[src/rtl/change_dispenser_if.sv]
// Request/actuator bundle between the vending FSM (master) and the
// change dispenser (slave). Clock and reset stay plain ports on the design.
interface change_dispenser_if #(
  parameter int MONEY_W = 4,
  parameter int DRINK_N = 4
);
  // request side
  logic               req_valid;
  logic               req_ready;
  logic [MONEY_W-1:0] req_change;
  logic [DRINK_N-1:0] req_drinks;
  logic               refill;

  // actuator / status side
  logic [DRINK_N-1:0] drink_eject;
  logic               coin5_eject;
  logic               coin1_eject;
  logic               busy;
  logic               done;
  logic [MONEY_W-1:0] paid;
  logic               short_change;

  // vending FSM view
  modport master (
    output req_valid, req_change, req_drinks, refill,
    input  req_ready, drink_eject, coin5_eject, coin1_eject,
           busy, done, paid, short_change
  );

  // dispenser view
  modport slave (
    input  req_valid, req_change, req_drinks, refill,
    output req_ready, drink_eject, coin5_eject, coin1_eject,
           busy, done, paid, short_change
  );
endinterface

[src/rtl/change_dispenser.sv]
// change_dispenser: accepts one dispense request (change amount + drink mask)
// over valid/ready, then ejects the drinks in ascending slot order followed by
// greedy 5-yuan / 1-yuan coins. Every item is a PULSE_CYC-long eject pulse
// followed by GAP_CYC low cycles; a one-cycle done closes the request.
// Optional feature macro: CHANGE_STOCK_EN -- finite hopper stocks, refill input
// and short_change reporting. Without it the hoppers never run dry, refill is
// ignored and short_change stays 0.
module change_dispenser #(
  parameter int MONEY_W    = 4,
  parameter int DRINK_N    = 4,
  parameter int PULSE_CYC  = 4,
  parameter int GAP_CYC    = 2,
  parameter int COIN5_INIT = 3,
  parameter int COIN1_INIT = 9
) (
  input  logic                clk,
  input  logic                reset,
  change_dispenser_if.slave   io_bus
);

  // Down-counter covers both the pulse and the gap phase.
  localparam int CNT_MAX = (PULSE_CYC > GAP_CYC) ? PULSE_CYC : GAP_CYC;
  localparam int CNT_W   = (CNT_MAX > 1) ? $clog2(CNT_MAX) : 1;

  typedef enum logic [2:0] {
    S_IDLE,
    S_DRINK,
    S_COIN5,
    S_COIN1,
    S_GAP,
    S_DONE
  } state_t;

  // ---------------------------------------------------------------------------
  // Registered state and outputs
  // ---------------------------------------------------------------------------
  state_t             r_state;
  logic [CNT_W-1:0]   r_cnt;
  logic [DRINK_N-1:0] r_drinks;      // drinks still to be ejected
  logic [MONEY_W-1:0] r_rem;         // change still owed
  logic [MONEY_W-1:0] r_paid;
  logic [DRINK_N-1:0] r_drink_eject;
  logic               r_coin5;
  logic               r_coin1;
  logic               r_busy;
  logic               r_done;
  logic               r_ready;

  // ---------------------------------------------------------------------------
  // Next-item selection
  // The same picker serves both the accept cycle (working from the request
  // inputs) and the last gap cycle (working from the latched remainder), so
  // the first pulse can start right on the accept edge with registered ejects.
  // ---------------------------------------------------------------------------
  logic               w_in_idle;
  logic               w_in_gap_end;
  logic               w_launch;
  logic [DRINK_N-1:0] w_src_mask;
  logic [MONEY_W-1:0] w_src_rem;
  logic [DRINK_N-1:0] w_lower;       // any drink bit below this index set
  logic [DRINK_N-1:0] w_first_drink; // lowest set bit of w_src_mask, one-hot
  logic               w_avail5;
  logic               w_avail1;
  logic               w_pick_drink;
  logic               w_pick5;
  logic               w_pick1;
  state_t             w_item_state;

  assign w_in_idle    = (r_state == S_IDLE);
  assign w_in_gap_end = (r_state == S_GAP) && (r_cnt == '0);
  assign w_launch     = (w_in_idle && io_bus.req_valid) || w_in_gap_end;

  assign w_src_mask = w_in_idle ? io_bus.req_drinks : r_drinks;
  assign w_src_rem  = w_in_idle ? io_bus.req_change : r_rem;

  // Prefix-OR chain picks the lowest-index pending drink.
  assign w_lower[0] = 1'b0;
  generate
    for (genvar gi = 1; gi < DRINK_N; gi++) begin : g_lower
      assign w_lower[gi] = w_lower[gi-1] | w_src_mask[gi-1];
    end
    for (genvar gi = 0; gi < DRINK_N; gi++) begin : g_first
      assign w_first_drink[gi] = w_src_mask[gi] & ~w_lower[gi];
    end
  endgenerate

`ifdef CHANGE_STOCK_EN
  localparam int STK_MAX = (COIN5_INIT > COIN1_INIT) ? COIN5_INIT : COIN1_INIT;
  localparam int STK_W   = (STK_MAX > 0) ? $clog2(STK_MAX + 1) : 1;

  logic [STK_W-1:0] r_stock5;
  logic [STK_W-1:0] r_stock1;
  logic [STK_W-1:0] w_base5;
  logic [STK_W-1:0] w_base1;
  logic             r_short;

  // A refill seen in IDLE takes effect before a same-cycle request looks at stock.
  assign w_base5  = (w_in_idle && io_bus.refill) ? STK_W'(COIN5_INIT) : r_stock5;
  assign w_base1  = (w_in_idle && io_bus.refill) ? STK_W'(COIN1_INIT) : r_stock1;
  assign w_avail5 = (w_base5 != '0);
  assign w_avail1 = (w_base1 != '0);

  // Hopper stock: refill in IDLE, one coin taken on the edge its pulse starts.
  always_ff @(posedge clk) begin
    if (!reset) begin
      r_stock5 <= STK_W'(COIN5_INIT);
      r_stock1 <= STK_W'(COIN1_INIT);
    end else begin
      r_stock5 <= (w_launch && w_pick5) ? (w_base5 - STK_W'(1)) : w_base5;
      r_stock1 <= (w_launch && w_pick1) ? (w_base1 - STK_W'(1)) : w_base1;
    end
  end
`else
  // Unlimited hoppers: a coin is always available, refill has no effect.
  logic w_unused_refill;
  assign w_unused_refill = io_bus.refill;
  assign w_avail5 = 1'b1;
  assign w_avail1 = 1'b1;
`endif

  assign w_pick_drink = |w_src_mask;
  assign w_pick5 = !w_pick_drink && (w_src_rem >= MONEY_W'(5)) && w_avail5;
  // rem>=5 with an empty 5-yuan hopper falls through to 1-yuan coins here.
  assign w_pick1 = !w_pick_drink && !w_pick5 && (w_src_rem != '0) && w_avail1;

  // Map the picked item onto the state that drives its pulse.
  always_comb begin
    w_item_state = S_DONE;
    if (w_pick_drink) begin
      w_item_state = S_DRINK;
    end else if (w_pick5) begin
      w_item_state = S_COIN5;
    end else if (w_pick1) begin
      w_item_state = S_COIN1;
    end
  end

  // ---------------------------------------------------------------------------
  // Main sequencer: accept, pulse, gap, done, with registered outputs.
  // ---------------------------------------------------------------------------
  always_ff @(posedge clk) begin
    if (!reset) begin
      r_state       <= S_IDLE;
      r_cnt         <= '0;
      r_drinks      <= '0;
      r_rem         <= '0;
      r_paid        <= '0;
      r_drink_eject <= '0;
      r_coin5       <= 1'b0;
      r_coin1       <= 1'b0;
      r_busy        <= 1'b0;
      r_done        <= 1'b0;
      r_ready       <= 1'b1;
`ifdef CHANGE_STOCK_EN
      r_short       <= 1'b0;
`endif
    end else begin
      r_done <= 1'b0;

      case (r_state)
        S_IDLE: begin
          if (io_bus.req_valid) begin
            r_busy  <= 1'b1;
            r_ready <= 1'b0;
            r_paid  <= '0;
          end
        end

        S_DRINK, S_COIN5, S_COIN1: begin
          if (r_cnt == '0) begin
            // Last pulse cycle: drop the eject and book the coin value.
            r_state       <= S_GAP;
            r_cnt         <= CNT_W'(GAP_CYC - 1);
            r_drink_eject <= '0;
            r_coin5       <= 1'b0;
            r_coin1       <= 1'b0;
            if (r_state == S_COIN5) begin
              r_rem  <= r_rem - MONEY_W'(5);
              r_paid <= r_paid + MONEY_W'(5);
            end else if (r_state == S_COIN1) begin
              r_rem  <= r_rem - MONEY_W'(1);
              r_paid <= r_paid + MONEY_W'(1);
            end
          end else begin
            r_cnt <= r_cnt - CNT_W'(1);
          end
        end

        S_GAP: begin
          // The final gap cycle is handled by the launch block below.
          if (r_cnt != '0) begin
            r_cnt <= r_cnt - CNT_W'(1);
          end
        end

        S_DONE: begin
          r_state <= S_IDLE;
          r_busy  <= 1'b0;
          r_ready <= 1'b1;
        end

        default: begin
          r_state <= S_IDLE;
        end
      endcase

      // Start the next item (or finish) on accept or at the end of a gap.
      if (w_launch) begin
        r_state       <= w_item_state;
        r_cnt         <= CNT_W'(PULSE_CYC - 1);
        r_drink_eject <= w_first_drink;
        r_coin5       <= w_pick5;
        r_coin1       <= w_pick1;
        r_drinks      <= w_src_mask & ~w_first_drink;
        r_rem         <= w_src_rem;
        r_done        <= (w_item_state == S_DONE);
`ifdef CHANGE_STOCK_EN
        // Also clears the flag on accept when the request has items to serve.
        r_short       <= (w_item_state == S_DONE) && (w_src_rem != '0);
`endif
      end
    end
  end

  assign io_bus.req_ready   = r_ready;
  assign io_bus.drink_eject = r_drink_eject;
  assign io_bus.coin5_eject = r_coin5;
  assign io_bus.coin1_eject = r_coin1;
  assign io_bus.busy        = r_busy;
  assign io_bus.done        = r_done;
  assign io_bus.paid        = r_paid;
`ifdef CHANGE_STOCK_EN
  assign io_bus.short_change = r_short;
`else
  assign io_bus.short_change = 1'b0;
`endif

endmodule
[src/flat_wrapper.sv]
// flat-port wrapper written by rule: the top's interface ports become plain ports
module change_dispenser_flat 
#(
  parameter int MONEY_W    = 4,
  parameter int DRINK_N    = 4,
  parameter int PULSE_CYC  = 4,
  parameter int GAP_CYC    = 2,
  parameter int COIN5_INIT = 3,
  parameter int COIN1_INIT = 9
)
  (clk, reset, io_bus_req_valid, io_bus_req_change, io_bus_req_drinks, io_bus_refill, io_bus_req_ready, io_bus_drink_eject, io_bus_coin5_eject, io_bus_coin1_eject, io_bus_busy, io_bus_done, io_bus_paid, io_bus_short_change);
  change_dispenser_if #(.MONEY_W(MONEY_W), .DRINK_N(DRINK_N)) io_bus_i ();
  input  logic clk;
  input  logic reset;
  input wire logic [$bits(io_bus_i.req_valid)-1:0] io_bus_req_valid;
  input wire logic [$bits(io_bus_i.req_change)-1:0] io_bus_req_change;
  input wire logic [$bits(io_bus_i.req_drinks)-1:0] io_bus_req_drinks;
  input wire logic [$bits(io_bus_i.refill)-1:0] io_bus_refill;
  output wire logic [$bits(io_bus_i.req_ready)-1:0] io_bus_req_ready;
  output wire logic [$bits(io_bus_i.drink_eject)-1:0] io_bus_drink_eject;
  output wire logic [$bits(io_bus_i.coin5_eject)-1:0] io_bus_coin5_eject;
  output wire logic [$bits(io_bus_i.coin1_eject)-1:0] io_bus_coin1_eject;
  output wire logic [$bits(io_bus_i.busy)-1:0] io_bus_busy;
  output wire logic [$bits(io_bus_i.done)-1:0] io_bus_done;
  output wire logic [$bits(io_bus_i.paid)-1:0] io_bus_paid;
  output wire logic [$bits(io_bus_i.short_change)-1:0] io_bus_short_change;
  assign io_bus_i.req_valid = io_bus_req_valid;
  assign io_bus_i.req_change = io_bus_req_change;
  assign io_bus_i.req_drinks = io_bus_req_drinks;
  assign io_bus_i.refill = io_bus_refill;
  assign io_bus_req_ready = io_bus_i.req_ready;
  assign io_bus_drink_eject = io_bus_i.drink_eject;
  assign io_bus_coin5_eject = io_bus_i.coin5_eject;
  assign io_bus_coin1_eject = io_bus_i.coin1_eject;
  assign io_bus_busy = io_bus_i.busy;
  assign io_bus_done = io_bus_i.done;
  assign io_bus_paid = io_bus_i.paid;
  assign io_bus_short_change = io_bus_i.short_change;
  change_dispenser #(.MONEY_W(MONEY_W), .DRINK_N(DRINK_N), .PULSE_CYC(PULSE_CYC), .GAP_CYC(GAP_CYC), .COIN5_INIT(COIN5_INIT), .COIN1_INIT(COIN1_INIT)) u_core (.clk(clk), .reset(reset), .io_bus(io_bus_i));
endmodule
[config.mk]
export PLATFORM = sky130hd
export DESIGN_NAME = change_dispenser_flat
export DESIGN_NICKNAME = d
export VERILOG_FILES = /design/src/rtl/change_dispenser_if.sv /design/src/rtl/change_dispenser.sv /design/src/flat_wrapper.sv
export SDC_FILE = /design/constraint.sdc
export NUM_CORES = 1
export LEC_CHECK = 0
export ABC_AREA = 1
export BUFFER_PORTS_ARGS = -buffer_cell sky130_fd_sc_hd__buf_4
export CORE_MARGIN = 5
export CORE_UTILIZATION = 50
export DETAILED_ROUTE_END_ITERATION = 6
export GPL_ROUTABILITY_DRIVEN = 0
export PLACE_DENSITY = 0.73
export SYNTH_ARGS = -nofsm -noshare
export SYNTH_HDL_FRONTEND = slang
export SYNTH_SLANG_ARGS = --single-unit
export TNS_END_PERCENT = 50
[constraint.sdc]
create_clock -name clk -period 5.1 [get_ports clk]
set_input_delay 0.255 -clock clk [delete_from_list [all_inputs] [get_ports clk]]
set_output_delay 0.255 -clock clk [all_outputs]
set_load 0.03 [all_outputs]
[After elaboration in Yosys (flattened, before gate mapping)]
Cells that the tools add are included.
Word-level totals
  register bits after elaboration: 26
Cells by class
  bitwise operators: 10
  equality and inequality tests: 12
  mux-type cells: 33
  reductions and logical operators: 28
  add/sub/neg operators: 5
  $lt $le $gt $ge: 1
Operators with widths (number)
  two-way mux 4 bit: 14
  two-way mux 3 bit: 5
  AND reduction 2 bit: 5
  nonzero test 2 bit: 5
  == test 3 bit, second input constant: 3
  case mux 4 bit (2 select lines): 1
  == test 3 x 2 -> 1 bit, second input constant: 2
  two-way mux 1 bit: 6
  two-way mux 2 bit: 3
  != test 3 x 1 -> 1 bit, second input constant: 2
  case mux 3 bit (2 select lines): 1
  nonzero test 3 bit: 2
  logical AND 1 bit: 5
  adder 4 x 1 -> 4 bit, second input constant: 1
  adder 4 x 3 -> 4 bit, second input constant: 1
  AND 4 bit: 1
  >= comparator 4 x 3 -> 1 bit, second input constant: 1
  != test 2 x 1 -> 1 bit, second input constant: 2
  NOT 4 bit: 1
  case mux 1 bit (2 select lines): 2
  case mux 2 bit (2 select lines): 1
  AND reduction 4 bit: 1
  nonzero test 4 bit: 1
  OR reduction 4 bit: 1
  other kinds (16): 22

[Logic depth before layout (Yosys ltp)]
  depth after elaboration: 12
  depth in mapped cells: 12
  depth with buffers taken out: 11

[Worst setup path after synthesis]
Ideal clock, no wire load.
  kind: register to register
  from: reg u_core.r_state[2]
  to: reg u_core.r_rem[3]
  path buffers: 1
  cell stages (with the launch flop): 13
  setup slack: 3.390 ns
  arrival: 1.586 ns
  library setup time: 0.124 ns
  required time: 4.976 ns
  cell sequence: dfxtp_1 inv_2 buf_4 nand2_1 nor2_1 inv_1 ha_1 nand2_1 nand3_1 nand2_1 nor2_1 a21oi_1 a21oi_1
On the way
  longest elaborated chain between the ends: 5
RTL lines
  start: declaration: RTL line change_dispenser.sv:37  | state_t r_state;
  start signal: assignment: RTL line change_dispenser.sv:209  | r_state <= w_item_state;
  == test 3 x 2 -> 1 bit (tied with other cells): RTL line change_dispenser.sv:160, change_dispenser.sv:177
  two-way mux 4 bit (tied with other cells): RTL line change_dispenser.sv:177  | if (r_state == S_COIN5) begin
  two-way mux 4 bit / logical OR 1 bit (equally long branches): RTL line change_dispenser.sv:170, change_dispenser.sv:71
  two-way mux 4 bit (tied with other cells): RTL line change_dispenser.sv:160  | case (r_state)
  two-way mux 4 bit / AND reduction 3 bit (equally long branches)
  end signal: assignment: RTL line change_dispenser.sv:178  | r_rem <= r_rem - MONEY_W'(5);
  end signal: assignment: RTL line change_dispenser.sv:181  | r_rem <= r_rem - MONEY_W'(1);
  end signal: assignment: RTL line change_dispenser.sv:215  | r_rem <= w_src_rem;
  end: declaration: RTL line change_dispenser.sv:40  | logic [MONEY_W-1:0] r_rem;
Several ways; a longest one is shown, not always the timed one. The select of a mux whose other input is x is not followed.
A chain may end at the register's enable or synchronous reset.

[Final worst setup path]
Ends and elaborated chain as after synthesis.

==> reports/qor.yml <==
status:
  status: "complete, no violations"
detailed_routing:
  vias: 1296
  drt_first_pass_iters: 4
  drc: 0
  drtIter0Drc: 66
  wirelength_mm: 3.13
  viasPerCell: 5.25
  drtAntennaViolNets: 0
  wire_per_inst_um: 12.7
placement:
  dp_hpwl_mm: 2.45
  portBuffers: 23
  place_area_sq_um: 1590
  dpl.cell_count: 243
power_and_ir_drop:
  p_sw_mw: 0.524
  clkPwrFrac_pct: 8.9
  p_int_mw: 0.494
  combPwrFrac_pct: 61.1
  peakVddDrop_v: 0.000375
  switching_share_pct: 51.5
  power_density_nw_per_um2: 631
  pwr-share-seq_pct: 30.0
  p_leak_nw: 0.767
yosys:
  ys_types: 34
  yosys-top-cells-area: "dfxtp_1 (35%), nand2_1 (12%), a21oi_1 (7.1%), nand3_1 (5.3%), inv_1 (5.0%)"
  syn-cell-area_sq_um: 1420
  seq_area_frac_synth_pct: 35.4
  ys_warn_count: 0
  syn-num-nets: 211
  synthCells: 195
  synth_area_leader_cell: "dfxtp_1"
  synthDominantCellAreaShare_pct: 35.4
  ys_seq_elements: 25
  synth_area_per_cell_sq_um: 7.26
global_routing:
  grt_use_met2_pct: 29.2
  top_usage_layer: "met2"
  grt_pass1_vias: 1290
  grt_pass1_wl_mm: 5.64
  antenna_found_initial: 0
  grt_max_degree: 16
  use_met3_pct: 2.84
  gr-total-overflow: 0
  grt_util_met1_pct: 21.3
  grt_use_total_pct: 16.7
worst_setup_path:
  path_buf_inv: 2
  worst_r2r_endpoint: "u_core.r_rem[3]$_SDFFE_PN0P_"
  cpLargestDelayFamily: "simple AND/OR/NAND/NOR gates"
  r2r_start: "u_core.r_state[2]$_SDFFE_PN0P_"
  cp_cell_sequence: "inv_2 -> nand2_1 -> nor2_1 -> inv_1 -> ha_1 -> nand2_1 -> nand3_1 -> nand2_1 -> nor2_1 -> a21oi_1 -> a21oi_1"
  path_max_fanout: 12
  r2r_cells: 11
  cp.required_ps: 5310
  end_kind: "register"
  cpMaxStageDelayCell: "dfxtp_1"
  worst_path_most_repeated_cell: "nand2_1"
  crit_arrival_ps: 2190
  r2r_slack_ps: 3130
  cp-startpoint: "u_core.r_state[2]$_SDFFE_PN0P_"
  path_class: "reg2reg"
  max_stage_delay_ps: 400
  worst_setup_path_start_kind: "register"
cts:
  worstSkewPairLatency_ps: 310
  postCtsSetupRepairBufs: 0
  clock-sinks: 25
  ctsHoldBuffers: 0
  clkTransAtPathRegs_ps: 140
  root_buffer: "clkbuf_4"
  tritoncts: "built"
  cts-resized-gates: 0
  clock_path_buffers: 2
  htree_levels: 1
  cts_buffers: 3
timing:
  final-hold-violation-count: 0
  period_share_pct: 38.7
  setup_tns_ps: 0
  skew_ps: 5.39
  setup_viol: 0
  fmax_ghz: 0.507
  rsz0062_at_grt: "false"
  period_minus_slack_ps: 1970
  slew_violations: 0
job:
  maxCapViolCount: 0
die:
  start_util_pct: 51.8
  coreArea_sq_um: 2730
  num_io_pins: 26
  dieWidth_um: 63.2
  die_h_um: 63.2
  design.die.area_sq_um: 3990
  core.rowCount: 19
finish:
  design_area_sq_um: 1620
  layout-drive-gt1-share_pct: 23.1
  layoutNonFillerInstCount: 247
  area.growth.synth_to_final_pct: 14.1
  diodes: 0
  nNetsFinal: 233
min_path:
  whs_path_depth: 2
  min_from: "reset"
  min_to: "u_core.io_bus.req_ready$_SDFFE_PN1P_"
  holdCritPathClass: "in2reg"
==> how the worst max path moves through the flow <==
stage,end,depth (start not counted)
2_1_floorplan,u_core.r_rem[3]$_SDFFE_PN0P_,12
3_3_place_gp,u_core.r_rem[3]$_SDFFE_PN0P_,11
3_5_place_dp,u_core.r_rem[3]$_SDFFE_PN0P_,11
4_1_cts,u_core.r_rem[3]$_SDFFE_PN0P_,11
5_1_grt,u_core.r_rem[3]$_SDFFE_PN0P_,11
6_report,u_core.r_rem[3]$_SDFFE_PN0P_,11
==> sequential cells by signal, indices dropped and copies added (netlist names) <==
register / count
u_core.r_cnt: 2
u_core.r_state: 3
u_core.io_bus.drink_eject: 4
u_core.io_bus.done: 1
u_core.r_rem: 4
u_core.io_bus.coin1_eject: 1
u_core.r_drinks: 3
u_core.io_bus.coin5_eject: 1
u_core.io_bus.req_ready: 1
u_core.io_bus.paid: 4
u_core.io_bus.busy: 1
==> power groups by stage <==
stage	clock (mW)	sequential (mW)	combinational [mW]
after global placement	0	0.305	0.595
after detailed placement	0	0.310	0.620
final	0.0903	0.306	0.623
after global routing	0.102	0.316	0.704
after CTS	0.0952	0.306	0.622
after floorplan	0	0.346	0.459
==> cell families (layout without fill, tap and decap cells) <==
group / count (synthesis) / in the layout / share of synthesized area [%]
other: 1 / 1 / 0.265
flip-flops: 25 / 25 / 35.4
AO/OA/AOI/OAI: 42 / 42 / 17.0
AND/OR/NAND/NOR: 91 / 91 / 33.2
buffers and inverters: 30 / 51 / 9.46
XOR/XNOR: 2 / 2 / 1.24
adder cells (fa/ha/maj): 4 / 4 / 3.54
==> synth_stat cells, drive strengths merged <==
| master | number |
|---|---|
| nand2 | 49 |
| dfxtp | 25 |
| a21oi | 23 |
| inv | 23 |
| nand3 | 20 |
| nor2 | 17 |
| o21ai | 16 |
| buf | 4 |
| ha | 4 |
| nand3b | 3 |
| clkbuf | 2 |
| a22oi | 1 |
| a31o | 1 |
| clkinv | 1 |
| conb | 1 |
| nor3b | 1 |
| o211a | 1 |
| or2 | 1 |
| xnor2 | 1 |
| xor2 | 1 |
==> area by class of cell <==
| type | count | area, sq um |
|---|---|---|
| clock buffer | 3 | 22.5 |
| clock inverter | 1 | 7.51 |
| multi-input combinational | 140 | 781 |
| sequential | 25 | 500 |
| timing repair buffer | 23 | 173 |
| fill | 252 | 1120 |
| inverter | 24 | 92.6 |
| tap | 31 | 38.8 |
==> cell usage in the layout, fill, tap and decap left out, types with 3 or more instances in the layout <==
cell type and instances:
buf_4 23, nor2_1 14, nand2_1 46, clkbuf_4 3, a21oi_1 20, inv_1 19, ha_1 4, dfxtp_1 25
nand3_2 4, a21oi_2 3, nand3_1 15, o21ai_1 4, inv_2 3, o21ai_0 10
==> through the flow <==
step | setup slack, ps | hold WS, ps | util (%) | total power, mW
2_1_floorplan | 3390 | 393 | - | 0.805
4_1_cts | 3120 | 195 | 59.1 | 1.02
3_5_place_dp | 3160 | 457 | 58.0 | 0.930
5_1_grt | 2900 | 207 | 59.1 | 1.12
6_report | 3130 | 204 | 59.1 | 1.02
3_3_place_gp | 3230 | 440 | 58.0 | 0.901
==> metal layers <==
metal  share of wire (%)  wire length [um]  vias to the layer above
met4                0.74                23                        0
met1                  47              1470                      597
li1                    -                 -                      676
met5                   0                 0                        -
met3                 3.3               102                        4
met2                  49              1530                       19
==> worst reg2reg max path, stage by stage (launching register included) <==
cell	delay [ps]
dfxtp_1	400
inv_2	270
nand2_1	180
nor2_1	190
inv_1	70
ha_1	300
nand2_1	100
nand3_1	60
nand2_1	80
nor2_1	50
a21oi_1	110
a21oi_1	70
No activity file was read; power rests on OpenSTA's default activity.
